===== src/rtl/tone_sequencer.sv =====
// Score-ROM driven square-wave sequencer with start/stop/pause, loop mode,
// per-note durations, rests and an end-of-score marker.
module tone_sequencer #(
  parameter int CLK_HZ   = 100_000_000,
  parameter int TICK_HZ  = 16,
  parameter int ADDR_W   = 8,
  parameter int PERIOD_W = 20,
  parameter int DUR_W    = 4
) (
  input  logic                      sys_clk,
  input  logic                      rst,
  input  logic                      start,
  input  logic                      stop,
  input  logic                      pause,
  input  logic                      loop_en,
  output logic [ADDR_W-1:0]         score_addr,
  input  logic [DUR_W+PERIOD_W-1:0] score_data,
  output logic                      speaker,
  output logic                      buzzer,
  output logic                      busy,
  output logic                      done
);

  localparam int DIV   = CLK_HZ / TICK_HZ;
  localparam int PRE_W = (DIV > 2) ? $clog2(DIV) : 1;

  if (DIV < 2) begin : g_cfg_err
    $error("tone_sequencer: CLK_HZ/TICK_HZ must be at least 2");
  end

  typedef enum logic [2:0] {
    S_IDLE,
    S_FETCH,
    S_PLAY,
    S_PAUSED,
    S_END
  } state_e;

  state_e              state_q;
  logic [ADDR_W-1:0]   addr_q;
  logic [PERIOD_W-1:0] period_q;
  logic [PERIOD_W-1:0] tone_q;
  logic [DUR_W-1:0]    left_q;
  logic [PRE_W-1:0]    presc_q;
  logic                phase_q;
  logic                spk_q;
  logic                busy_q;
  logic                done_q;

  logic [DUR_W-1:0]    dur_f;
  logic [PERIOD_W-1:0] per_f;
  logic                tick;
  logic                tone_wrap;
  logic                last_note;
  logic                addr_max;

  assign dur_f     = score_data[DUR_W+PERIOD_W-1 -: DUR_W];
  assign per_f     = score_data[PERIOD_W-1:0];
  assign tick      = (presc_q == PRE_W'(DIV - 1));
  assign tone_wrap = (tone_q == period_q - PERIOD_W'(1));
  assign last_note = (left_q == DUR_W'(1));
  assign addr_max  = &addr_q;

  // phase_q carries the tone phase through a pause while spk_q is held low
  always_ff @(posedge sys_clk or posedge rst) begin
    if (rst) begin
      state_q  <= S_IDLE;
      addr_q   <= '0;
      period_q <= '0;
      tone_q   <= '0;
      left_q   <= '0;
      presc_q  <= '0;
      phase_q  <= 1'b0;
      spk_q    <= 1'b0;
      busy_q   <= 1'b0;
      done_q   <= 1'b0;
    end else begin
      done_q <= 1'b0;
      if (state_q != S_IDLE && stop) begin
        state_q <= S_IDLE;
        addr_q  <= '0;
        tone_q  <= '0;
        left_q  <= '0;
        presc_q <= '0;
        phase_q <= 1'b0;
        spk_q   <= 1'b0;
        busy_q  <= 1'b0;
      end else begin
        unique case (state_q)
          S_IDLE: begin
            if (start && !stop) begin
              state_q <= S_FETCH;
              addr_q  <= '0;
              busy_q  <= 1'b1;
            end
          end
          S_FETCH: begin
            period_q <= per_f;
            left_q   <= dur_f;
            presc_q  <= '0;
            tone_q   <= '0;
            phase_q  <= 1'b0;
            spk_q    <= 1'b0;
            if (dur_f == '0) begin
              state_q <= S_END;
              done_q  <= !loop_en;
            end else begin
              state_q <= S_PLAY;
            end
          end
          S_PLAY: begin
            if (pause) begin
              state_q <= S_PAUSED;
              spk_q   <= 1'b0;
            end else begin
              presc_q <= tick ? '0 : presc_q + PRE_W'(1);
              if (period_q != '0) begin
                if (tone_wrap) begin
                  tone_q  <= '0;
                  phase_q <= ~phase_q;
                  spk_q   <= ~phase_q;
                end else begin
                  tone_q <= tone_q + PERIOD_W'(1);
                end
              end
              if (tick) begin
                left_q <= left_q - DUR_W'(1);
                if (last_note) begin
                  spk_q <= 1'b0;
                  if (addr_max) begin
                    state_q <= S_END;
                    done_q  <= !loop_en;
                  end else begin
                    state_q <= S_FETCH;
                    addr_q  <= addr_q + ADDR_W'(1);
                  end
                end
              end
            end
          end
          S_PAUSED: begin
            if (!pause) begin
              state_q <= S_PLAY;
              spk_q   <= phase_q;
            end
          end
          S_END: begin
            addr_q <= '0;
            if (done_q) begin
              state_q <= S_IDLE;
              busy_q  <= 1'b0;
            end else begin
              state_q <= S_FETCH;
            end
          end
          default: begin
            state_q <= S_IDLE;
            busy_q  <= 1'b0;
          end
        endcase
      end
    end
  end

  assign score_addr = addr_q;
  assign speaker    = spk_q;
  assign buzzer     = spk_q;
  assign busy       = busy_q;
  assign done       = done_q;

endmodule


===== config.mk =====
export PLATFORM = sky130hd
export DESIGN_NAME = tone_sequencer
export DESIGN_NICKNAME = d
export VERILOG_FILES = /design/src/rtl/tone_sequencer.sv
export SDC_FILE = /design/constraint.sdc
export NUM_CORES = 1
export LEC_CHECK = 0
export CAP_MARGIN = 20
export CORE_UTILIZATION = 50
export DETAILED_ROUTE_END_ITERATION = 7
export GPL_TIMING_DRIVEN = 0
export PLACE_DENSITY = 0.81
export SYNTH_ARGS = -nofsm -noshare
export SYNTH_HDL_FRONTEND = slang
export SYNTH_SLANG_ARGS = --single-unit

===== constraint.sdc =====
create_clock -name sys_clk -period 5 [get_ports sys_clk]
set_input_delay 1 -clock sys_clk [delete_from_list [all_inputs] [get_ports sys_clk]]
set_output_delay 1 -clock sys_clk [all_outputs]
set_load 0.005 [all_outputs]

* Word-level counts from Yosys, hierarchy flattened
Cells that the tools add are included.
** Word-level totals
- Bits in registers :: 82
- Latch bits :: 0
- Bits in writable memories :: 0
- ROM bits :: 0
- Bits of input ports :: 30
- Output and inout port bits :: 12
- Memories :: 0
** Cells by class
- $add $sub $neg :: 5
- Multiply operators :: 0
- Div/mod/pow operators :: 0
- Order comparisons :: 0
- Eq/ne operators :: 19
- Shift operators :: 0
- Mux-type cells :: 54
- Bitwise logic cells :: 2
- Reductions and logical operators :: 22
** Operator list (count)
- 20-bit 2-to-1 mux :: 4
- 23-bit 2-to-1 mux :: 3
- 8-bit 2-to-1 mux :: 6
- 23-bit case mux with 2 select lines :: 1
- 20-bit case mux with 2 select lines :: 1
- 3-bit != test (second input constant) :: 9
- 3-bit 2-to-1 mux :: 8
- 8-bit case mux with 3 select lines :: 1
- 23-bit by 1-bit adder with 23-bit output (second input constant) :: 1
- 23-bit == test (second input constant) :: 1
- 1-bit 2-to-1 mux :: 21
- 20-bit by 1-bit adder with 20-bit output (second input constant) :: 1
- 20-bit == test :: 1
- 20-bit nonzero test :: 1
- 20-bit by 1-bit subtractor with 20-bit output (second input constant) :: 1
- 3-bit case mux with 5 select lines :: 1
- 4-bit 2-to-1 mux :: 3
- 3-bit AND reduction :: 3
- 8-bit by 1-bit adder with 8-bit output (second input constant) :: 1
- 4-bit != test (second input constant) :: 2
- 4-bit case mux with 2 select lines :: 1
- 4-bit AND reduction :: 2
- 8-bit AND reduction :: 1
- 4-bit nonzero test :: 2
- other kinds (17) :: 26

* Depth between registers and ports, before layout
- Depth in word-level cells :: 9
- Depth in mapped cells :: 11
- Depth with buffers taken out :: 10

* Worst setup path before layout
OpenSTA, ideal clock, no wires.
- Path type :: input-to-reg
- Start :: in pause
- End :: reg presc_q[15]
- Library setup time :: 77 ps
- Data arrival time :: 2792 ps
- Data required time :: 4923 ps
- Slack :: 2131 ps
- Stages :: 7
- Buffers on the path :: 1
- Path through :: or2_0 > a21oi_1 > o22ai_1 > or4_1 > clkbuf_1 > or3_1 > a21oi_1
** Between the ends
- Longest elaborated chain between the ends :: 2
** Ends and longest elaborated chain
- from (decl) :: RTL line 14 : input logic pause,
- 3-bit != test (no line)
- 2-bit AND reduction (no line)
- to (signal assigned) :: RTL line 116 : presc_q <= tick ? '0 : presc_q + PRE_W'(1);
- to (decl) :: RTL line 44 : logic [PRE_W-1:0] presc_q;
No other way between the ends.
A chain may end at the register's enable or synchronous reset.

* Worst setup path after layout
- Start :: in pause
- End :: reg tone_q[19]
** Between the ends
- Longest elaborated chain between the ends :: 2
** Ends and longest elaborated chain
- 3-bit != test (no line)
- 3-bit AND reduction (no line)
- to (signal assigned) :: RTL line 123 : tone_q <= tone_q + PERIOD_W'(1);
- to (decl) :: RTL line 42 : logic [PERIOD_W-1:0] tone_q;
No other way between the ends.

==> impl_summary.md <==
Setup path
The largest single stage delay on the critical path is approximately 700 ps. The kind of start point of the critical path is a primary input. The slowest cell on the critical path is nor4_1. The cell family contributing the most delay on the critical path is simple AND/OR/NAND/NOR gates. The worst setup path is captured at a register. In this run the worst path has a maximum fanout of 6. Together, buffers and inverters on the worst path number 1. Data on the critical path is required at its endpoint by between 5000 and 6000 ps. Traced cell by cell, the critical path runs through clkdlybuf4s50_1 -> or2_0 -> a21oi_1 -> a2bb2oi_1 -> o21ai_1 -> nor4_1 -> nand4_1 -> xor2_1 -> nor2_1. The endpoint identified for the worst register-to-register timing path is tone_q[15]. The kind of critical path is in -> reg.

The startpoint identified for the worst register-to-register timing path is period_q[0]. Across all register-to-register paths, the minimum setup slack is approximately 1600 ps. The depth of the most critical reg-to-reg path is 10. For the worst setup path, the data arrival time is around 3900 ps.

Routing
For this run, the detailed router's first-pass iteration total came to 5. The number of DRC markers in iteration 0 is 356. Dividing the detail-routed via count by the number of cells gives between 5 and 6.

Detailed routing inserted a total of roughly 4.1k vias. The routed length per placed instance is about 15 um. The antenna violation net count after detailed routing is 0. The detailed-route DRC error count is 0. The total wire length after detailed routing is between 10000 and 15000 um.

GRT
Summed over all layers, the global routing overflow is 0. The first global-routing pass estimated between 15000 and 20000 um of wire. Global routing used a little under a quarter of the available tracks across all layers. The largest net degree at the start of global routing is 43. The number of global-route vias before repair is between 3k and 4k.

The initial antenna violation count is 0.

Pwr
The clock network fraction of design power is roughly 27%. For this design the static power due to leakage is 2.24 nW. The internal portion of the total power is around 1.2 mW. The switching portion of total power is around a third. The power dissipated by switching net loads is approximately 0.64 mW.

The overall power is about 1.9 mW. Power spread over the standard cell area amounts to 335 mW/mm2. Of the total power, registers draw a little under half. Across the VDD grid, the largest voltage drop is 239 uV.

In this run, the combinational gates consume 27.6% of the power.

CTS
The post-CTS setup-driven buffer insertion count is 0. Buffers inserted during clock tree synthesis total 9. In this run the number of H-tree levels came out at 3. Counting along the longest clock path gives a buffer depth of 2.

The number of buffers inserted for hold repair after clock tree synthesis is 0. The TritonCTS clock tree is built. The clock reaches the later pin of the worst-skew pair after about 360 ps.

Clock-pin slew was measured on the worst setup and hold paths at ~80 ps. Clock tree synthesis selected as its root buffer the cell clkbuf_8. The clock net in this run drives a total of 82 sinks. After clock tree synthesis, the repair step resized 0 gates.

Placed design
The total half-perimeter wirelength after legalization and detailed placement is around 7900 um. In this run the tool buffered the top-level ports with 41 buffer cells. In this run the cell area measured after placement is around 0.0054 mm2. The routability-driven placement congestion ratio is approximately 0.94.

Logic synthesis
The most used flip-flop cell after synthesis is dfrtp_1. Counting flops with a built-in enable in the synthesized netlist gives 0. A synthesized cell averages between 9 and 10 um2.

The cell count after synthesis came out at 532. The most common cell in the netlist is dfrtp_1. The cell taking the most area after synthesis is dfrtp_1.

For this run, the number of Yosys warnings is 0. The number of synthesized register bits is between 80 and 90. After synthesis, the share of flip-flops with an asynchronous set or reset is between 90% and 100%. Ranked by total cell area, the synthesized netlist is headed by dfrtp_1 43%, xor2_1 4.9%, nor2_1 4.7%. The number of nets produced by synthesis is between 500 and 600.

In the synthesized netlist, the cells that appear most often are 82 x dfrtp_1, 60 x nor2_1, 51 x nand2_1, 27 x nand3_1, 27 x xor2_1. The top cell type by area accounts for 42.5% of the synthesized area. Sequential elements use 42.5% of the synthesized area. The mapped netlist covers 0.00482 mm2. The number of unique standard cell types used by synthesis is 63.

Hold path
The min-delay analysis places its worst path in the category reg -> reg. The worst hold path begins at left_q[1]. The worst hold path terminates at left_q[1]. Along the worst hold path, the cell count comes to 1.

Timing
The number of setup violations in the final report is 0. The shortest clock period the worst path allows after layout is between 3000 and 4000 ps. The final-report max-slew violation count came to 0. For this run, the top clock speed supported by timing is approximately 0.28 GHz.

The final worst-path cycle share is between 70% and 80%. The worst slew margin relative to its limit is 38.1%. The number of endpoints with negative hold slack in the final report is 0. The actual transition at the worst max-transition pin is between 900 and 1000 ps. In the final timing run, aggregate negative setup slack is 0 ps.

The final worst clock skew is around 11 ps. Setup repair after global routing left no endpoint under its margin.

Cells and area
The multi-input combinational cell area is about 0.0026 mm2. In the final layout, flip-flops and latches occupy around 0.0021 mm2. The synthesis-to-layout area growth is 16.8%. Measured on the finished design, the core utilization comes to 60.7%. The post-route netlist has under 10% of its cells at a drive strength greater than 1. The design area is around 0.0056 mm2. The final layout contains between 600 and 700 nets.

0 antenna diodes ended up in the layout. After filler insertion, the fill cell instance count of the layout stands at 799.

Floorplan
The core outline area is about 0.0093 mm2. The die outline height is 100 um. The die covers between 0.01 and 0.015 mm2.

The effective utilization at floorplan is between 50% and 60%. 42 I/O pins were placed. The die is about 100 um wide.

The row count is 35.

Status
The run finished with clean final reports.

Run
The number of max-cap violations is 0.
## stage by stage
| step | hold slack [ps] | worst slack, ps | std cells |
|---|---|---|---|
| after detailed placement | 506 | 1070 | 703 |
| after CTS | 527 | 1420 | 719 |
| after global placement | 503 | 641 | 702 |
| after global routing | 555 | 1240 | 719 |
| after floorplan | 477 | 1890 | 532 |
| final | 526 | 1380 | 719 |
## sequential cells by signal (all words and copies together) (netlist names)
signal	flops
period_q	20
done	1
left_q	4
phase_q	1
presc_q	23
score_addr	8
state_q	3
buzzer	1
tone_q	20
busy	1
## routing by layer
metal	global-route usage [%]	up-vias	share of wire (%)
met5	0	-	0
met3	4.04	24	4.8
met1	30.0	1923	45
met4	8.81	0	2.3
met2	38.6	144	48
li1	-	1991	-
## power groups by stage
stage	clock network (mW)	logic, mW	registers, mW
floorplan	0	0.388	0.836
global placement	0	0.498	0.857
detailed placement	0	0.519	0.866
CTS	0.522	0.522	0.853
global route	0.548	0.580	0.871
finish	0.514	0.522	0.854
## final cells by class
class / count / share of cell area, %
Sequential cell: 82 / 36.4
Multi-Input combinational cell: 411 / 46.5
Clock buffer: 11 / 2.69
Tap cell: 129 / 2.87
Buffer: 17 / 1.27
Inverter: 22 / 1.51
Clock inverter: 5 / 1.11
Timing Repair Buffer: 42 / 7.64
## placed cells by master (no fill, tap or decap), drive strengths merged, types with 9 or more instances in the layout
cell           instances
clkbuf                23
inv                   22
clkdlybuf4s50         41
o22ai                  9
xnor2                 24
mux2                  20
o21ai                 34
nand4                 17
nor2                  61
nand2                 51
nor3                  16
dfrtp                 82
nand3                 27
a21oi                 22
xor2                  27
## cells by family after synthesis
family / Yosys count / share of synthesized area [%]
AO/OA/AOI/OAI: 96 / 12.9
buffers and inverters: 39 / 3.19
adder cells (fa/ha/maj): 6 / 1.56
AND/OR/NAND/NOR: 235 / 25.3
multiplexers: 23 / 5.29
flip-flops: 82 / 42.5
XOR/XNOR: 51 / 9.26
## worst max-delay path by stage
stage               startpoint            end  slack [ps]  cells past startpoint
floorplan                  rst           busy        1890                      1
global placement           rst  score_addr[2]         640                      2
detailed placement       pause     tone_q[19]        1070                      9
CTS                      pause     tone_q[19]        1420                      9
global route             pause     tone_q[19]        1240                      9
finish                   pause     tone_q[19]        1380                      9
## worst reg2reg max path, stage by stage, from the launching register on
cell	delay (ps)
dfrtp_1	440
inv_1	100
ha_1	190
nor3b_2	420
nand4_1	250
o31a_1	380
a2111oi_2	570
a31oi_2	330
nor2_2	240
buf_2	270
nor2_1	80
Note: power is estimated with default switching activity, not from simulation.
==> variant 1 (same flow settings) <==
Change the parameter `ADDR_W` from 8 to 9.
--- a/src/rtl/tone_sequencer.sv
+++ b/src/rtl/tone_sequencer.sv
@@ -3,7 +3,7 @@
 module tone_sequencer #(
   parameter int CLK_HZ   = 100_000_000,
   parameter int TICK_HZ  = 16,
-  parameter int ADDR_W   = 8,
+  parameter int ADDR_W   = 9,
   parameter int PERIOD_W = 20,
   parameter int DUR_W    = 4
 ) (
Ports: changed (resized score_addr); port bits go from 42 to 43. The function was not compared with the original's and may differ.
==> variant 1 against the original RTL <==
- worst hold slack got worse by 0.0076 ns
- final area rose by 1.8%
- synthesized area increased by 2.2%
- worst setup slack gained 0.068 ns
- highest routed layer unchanged
- wire length rose by 3.0%
- critical endpoint is now tone_q[0]$_DFFE_PP0P_
- sequential cell count rose by 1
- power up 25%
- synthesized cell count is 0.94% lower
==> variant 1: results (changes against the original RTL) <==
[synth]
synth-compound-area-share = 0.137  ; was 0.129
synth.cells.most_frequent = 83 x dfrtp_1, 60 x nor2_1, 39 x nand2_1  ; was 82 x dfrtp_1, 60 x nor2_1, 51 x nand2_1
syn_inst = 527  ; was 532
synth_xor_area_frac = 0.0942  ; was 0.0926
muxShareOfSynthArea = 0.0431  ; was 0.0529
post_synth_fa_ha_maj_area_fraction = 0.0178  ; was 0.0156
synth_nets = 564  ; was 568
ys_types = 62  ; was 63

[finish]
nNonClkBuffers = 62  ; was 59
num-nonclk-inverters = 12  ; was 22
seq_share = 0.362  ; was 0.364
nFlopsAndLatches = 83  ; was 82
nFillCells = 805  ; was 799
multi_input_area_share = 0.474  ; was 0.465
nClkBuffers = 10  ; was 11
multi_input_comb_cells = 413  ; was 411
final-clk-cell-share = 0.0336  ; was 0.0380
drive_above_1_share = 0.0956  ; was 0.0966
stdcell_count = 715  ; was 719

[min_path]
worstHoldStart = score_addr[7]$_DFFE_PP0P_  ; was left_q[1]$_DFFE_PP0P_

[drt]
via_per_inst = 5.91  ; was 5.68
first_iter_violations = 152  ; was 356

[power]
leakage_nw = 2.33  ; was 2.24 nW
power_density_mw_per_mm2 = 412  ; was 335 mW/mm2
p_sw_frac = 0.399  ; was 0.340
p_comb_mw = 0.922  ; was 0.522 mW
p_clk_mw = 0.482  ; was 0.514 mW

[timing]
finClkSkew_ns = 0.0142  ; was 0.0108 ns
fmax_ghz = 0.281  ; was 0.276 GHz
tightest_slew_ns = 0.751  ; was 0.922 ns

[place]
dpl.cell_count = 699  ; was 703
io_buffers = 42  ; was 41
dp_slack_ns = 1.30  ; was 1.07 ns

[critical_path]
cp_slowest_cell = a2111oi_2  ; was nor4_1
cp_max_fo = 9  ; was 6
cp-startpoint = period_q[0]$_DFFE_PP0P_  ; was pause
cp.arrival_ns = 3.81  ; was 3.87 ns

[global_route]
grt_pass1_wl_mm = 19.3  ; was 18.3 mm
grt_use_total = 0.237  ; was 0.231
grt_max_degree = 71  ; was 43

[outcome]
outcome = completed  ; unchanged

[die]
die_area_mm2 = 0.0103  ; was 0.0100 mm2

variant 1: cell types whose count changed in the layout (fill, tap and decap cells not counted), moves of 9 or more:
cell     change
inv_1       -10
nand2_1     -12
and3_1       +9
o21ai_1     -11
o21ai_0     +16
a21oi_1     -11
variant 1: routing by layer:
| layer | up-vias | GRT usage | wire, um |
|---|---|---|---|
| met5 | - | 0 | 0 |
| met1 | 2057 | 0.288 | 4750 |
| met4 | 0 | 0.0613 | 121 |
| met2 | 138 | 0.423 | 5670 |
| li1 | 2013 | - | - |
| met3 | 17 | 0.0573 | 597 |
variant 1: worst min path at each step:
stage	to	slack, ns
2_1_floorplan	score_addr[7]$_DFFE_PP0P_	0.48
3_3_place_gp	score_addr[7]$_DFFE_PP0P_	0.50
3_5_place_dp	score_addr[7]$_DFFE_PP0P_	0.49
4_1_cts	score_addr[7]$_DFFE_PP0P_	0.52
5_1_grt	score_addr[7]$_DFFE_PP0P_	0.53
6_report	score_addr[7]$_DFFE_PP0P_	0.52
==> variant 2 (config.mk and constraints unchanged) <==
Made on the original files. Reset style: synchronous (`rst`), changed in one clocked block.
--- a/src/rtl/tone_sequencer.sv
+++ b/src/rtl/tone_sequencer.sv
@@ -62,7 +62,7 @@
   assign addr_max  = &addr_q;
 
   // phase_q carries the tone phase through a pause while spk_q is held low
-  always_ff @(posedge sys_clk or posedge rst) begin
+  always_ff @(posedge sys_clk) begin
     if (rst) begin
       state_q  <= S_IDLE;
       addr_q   <= '0;
Function: differs if rst is asserted again (counterexample within 4 cycles, from zero or initial values and one cycle with rst high); with rst held inactive, the same outputs for 4 cycles.
==> variant 2 against the original RTL <==
- synthesized area shrank 5.7%
- wire length shrank 2.9%
- final area shrank 6.1%
- sequential cell count is the same
- worst setup slack gained 0.14 ns
- global-route usage shrank 0.091 points
- cell count grew 2.6%
- count of clock-buffer cells in the layout shrank 2
- sequential share of layout area shrank 5.4 points
- critical path type unchanged
- critical endpoint is now presc_q[21]$_SDFFE_PP0P_
- highest routed layer unchanged
Power is not compared: it rests on default switching activity, and its combinational part moved more than twofold at a synthesized area within 25%.
==> variant 2: results (changes against the original RTL) <==
[finish]
nFlopsAndLatches = 82  ; unchanged
num-nonclk-inverters = 8  ; was 22
drive_above_1_share = 0.0524  ; was 0.0966
non_clock_buffer_area_share = 0.0977  ; was 0.0891
nNonClkBuffers = 64  ; was 59
area_delta_synth_final_pct = 16.3  ; was 16.8%
multi_input_comb_cells = 460  ; was 411
nNetsFinal = 661  ; was 621
multi_input_area_share = 0.524  ; was 0.465

[critical_path]
cp_max_fo = 10  ; was 6
cp.arrival_ns = 3.74  ; was 3.87 ns
cp_slowest_cell = a21oi_1  ; was nor4_1

[global_route]
grt_max_degree = 19  ; was 43
grt_use_met1 = 0.318  ; was 0.300
grt_use_total = 0.230  ; was 0.231
grt_use_met3 = 0.0259  ; was 0.0404

[outcome]
outcome = completed  ; unchanged

[drt]
first_iter_violations = 209  ; was 356
wl_met1_mm = 4.90  ; was 4.86 mm
routed_wl_mm = 10.5  ; was 10.8 mm
via_count = 4334  ; was 4,082
detail_route.wl_per_cell_um = 14.2  ; was 15.0 um

[synth]
synth_nets = 609  ; was 568
postSynthAreaPerCell_um2 = 7.94  ; was 9.07 um2
ys_top_cells_by_area = dfxtp_1 36%, nand2_1 6.4%, xnor2_1 5.8%  ; was dfrtp_1 43%, xor2_1 4.9%, nor2_1 4.7%
synth_seq_area_share = 0.361  ; was 0.425
muxShareOfSynthArea = 0.00660  ; was 0.0529

[die]
die_w_um = 97.4  ; was 100 um

[place]
place_congestion = 0.888  ; was 0.944
placed_area_mm2 = 0.00509  ; was 0.00542 mm2

[timing]
finClkSkew_ns = 0.0133  ; was 0.0108 ns

[variant 2: cell count changes after synthesis, moves of 7 or more]
| cell | change |
|---|---|
| a21oi_1 | +24 |
| o21ai_1 | -12 |
| nor3_1 | +17 |
| o22ai_1 | -8 |
| mux2_2 | -19 |
| and3_1 | +9 |
| dfrtp_1 | -82 |
| nand2_1 | +27 |
| nor2_1 | -7 |
| inv_1 | -14 |
| dfxtp_1 | +82 |
[variant 2: path summary, 6_finish.rpt]
check,cells after the start,slack [ns],to,startpoint
setup / recovery,8,1.51,presc_q[21]$_SDFFE_PP0P_,pause
hold / removal,2,0.50,period_q[8]$_SDFFE_PP0P_,period_q[8]$_SDFFE_PP0P_
setup reg to reg,9,1.67,tone_q[18]$_SDFFE_PP0P_,period_q[5]$_SDFFE_PP0P_
hold reg to reg,2,0.50,period_q[8]$_SDFFE_PP0P_,period_q[8]$_SDFFE_PP0P_
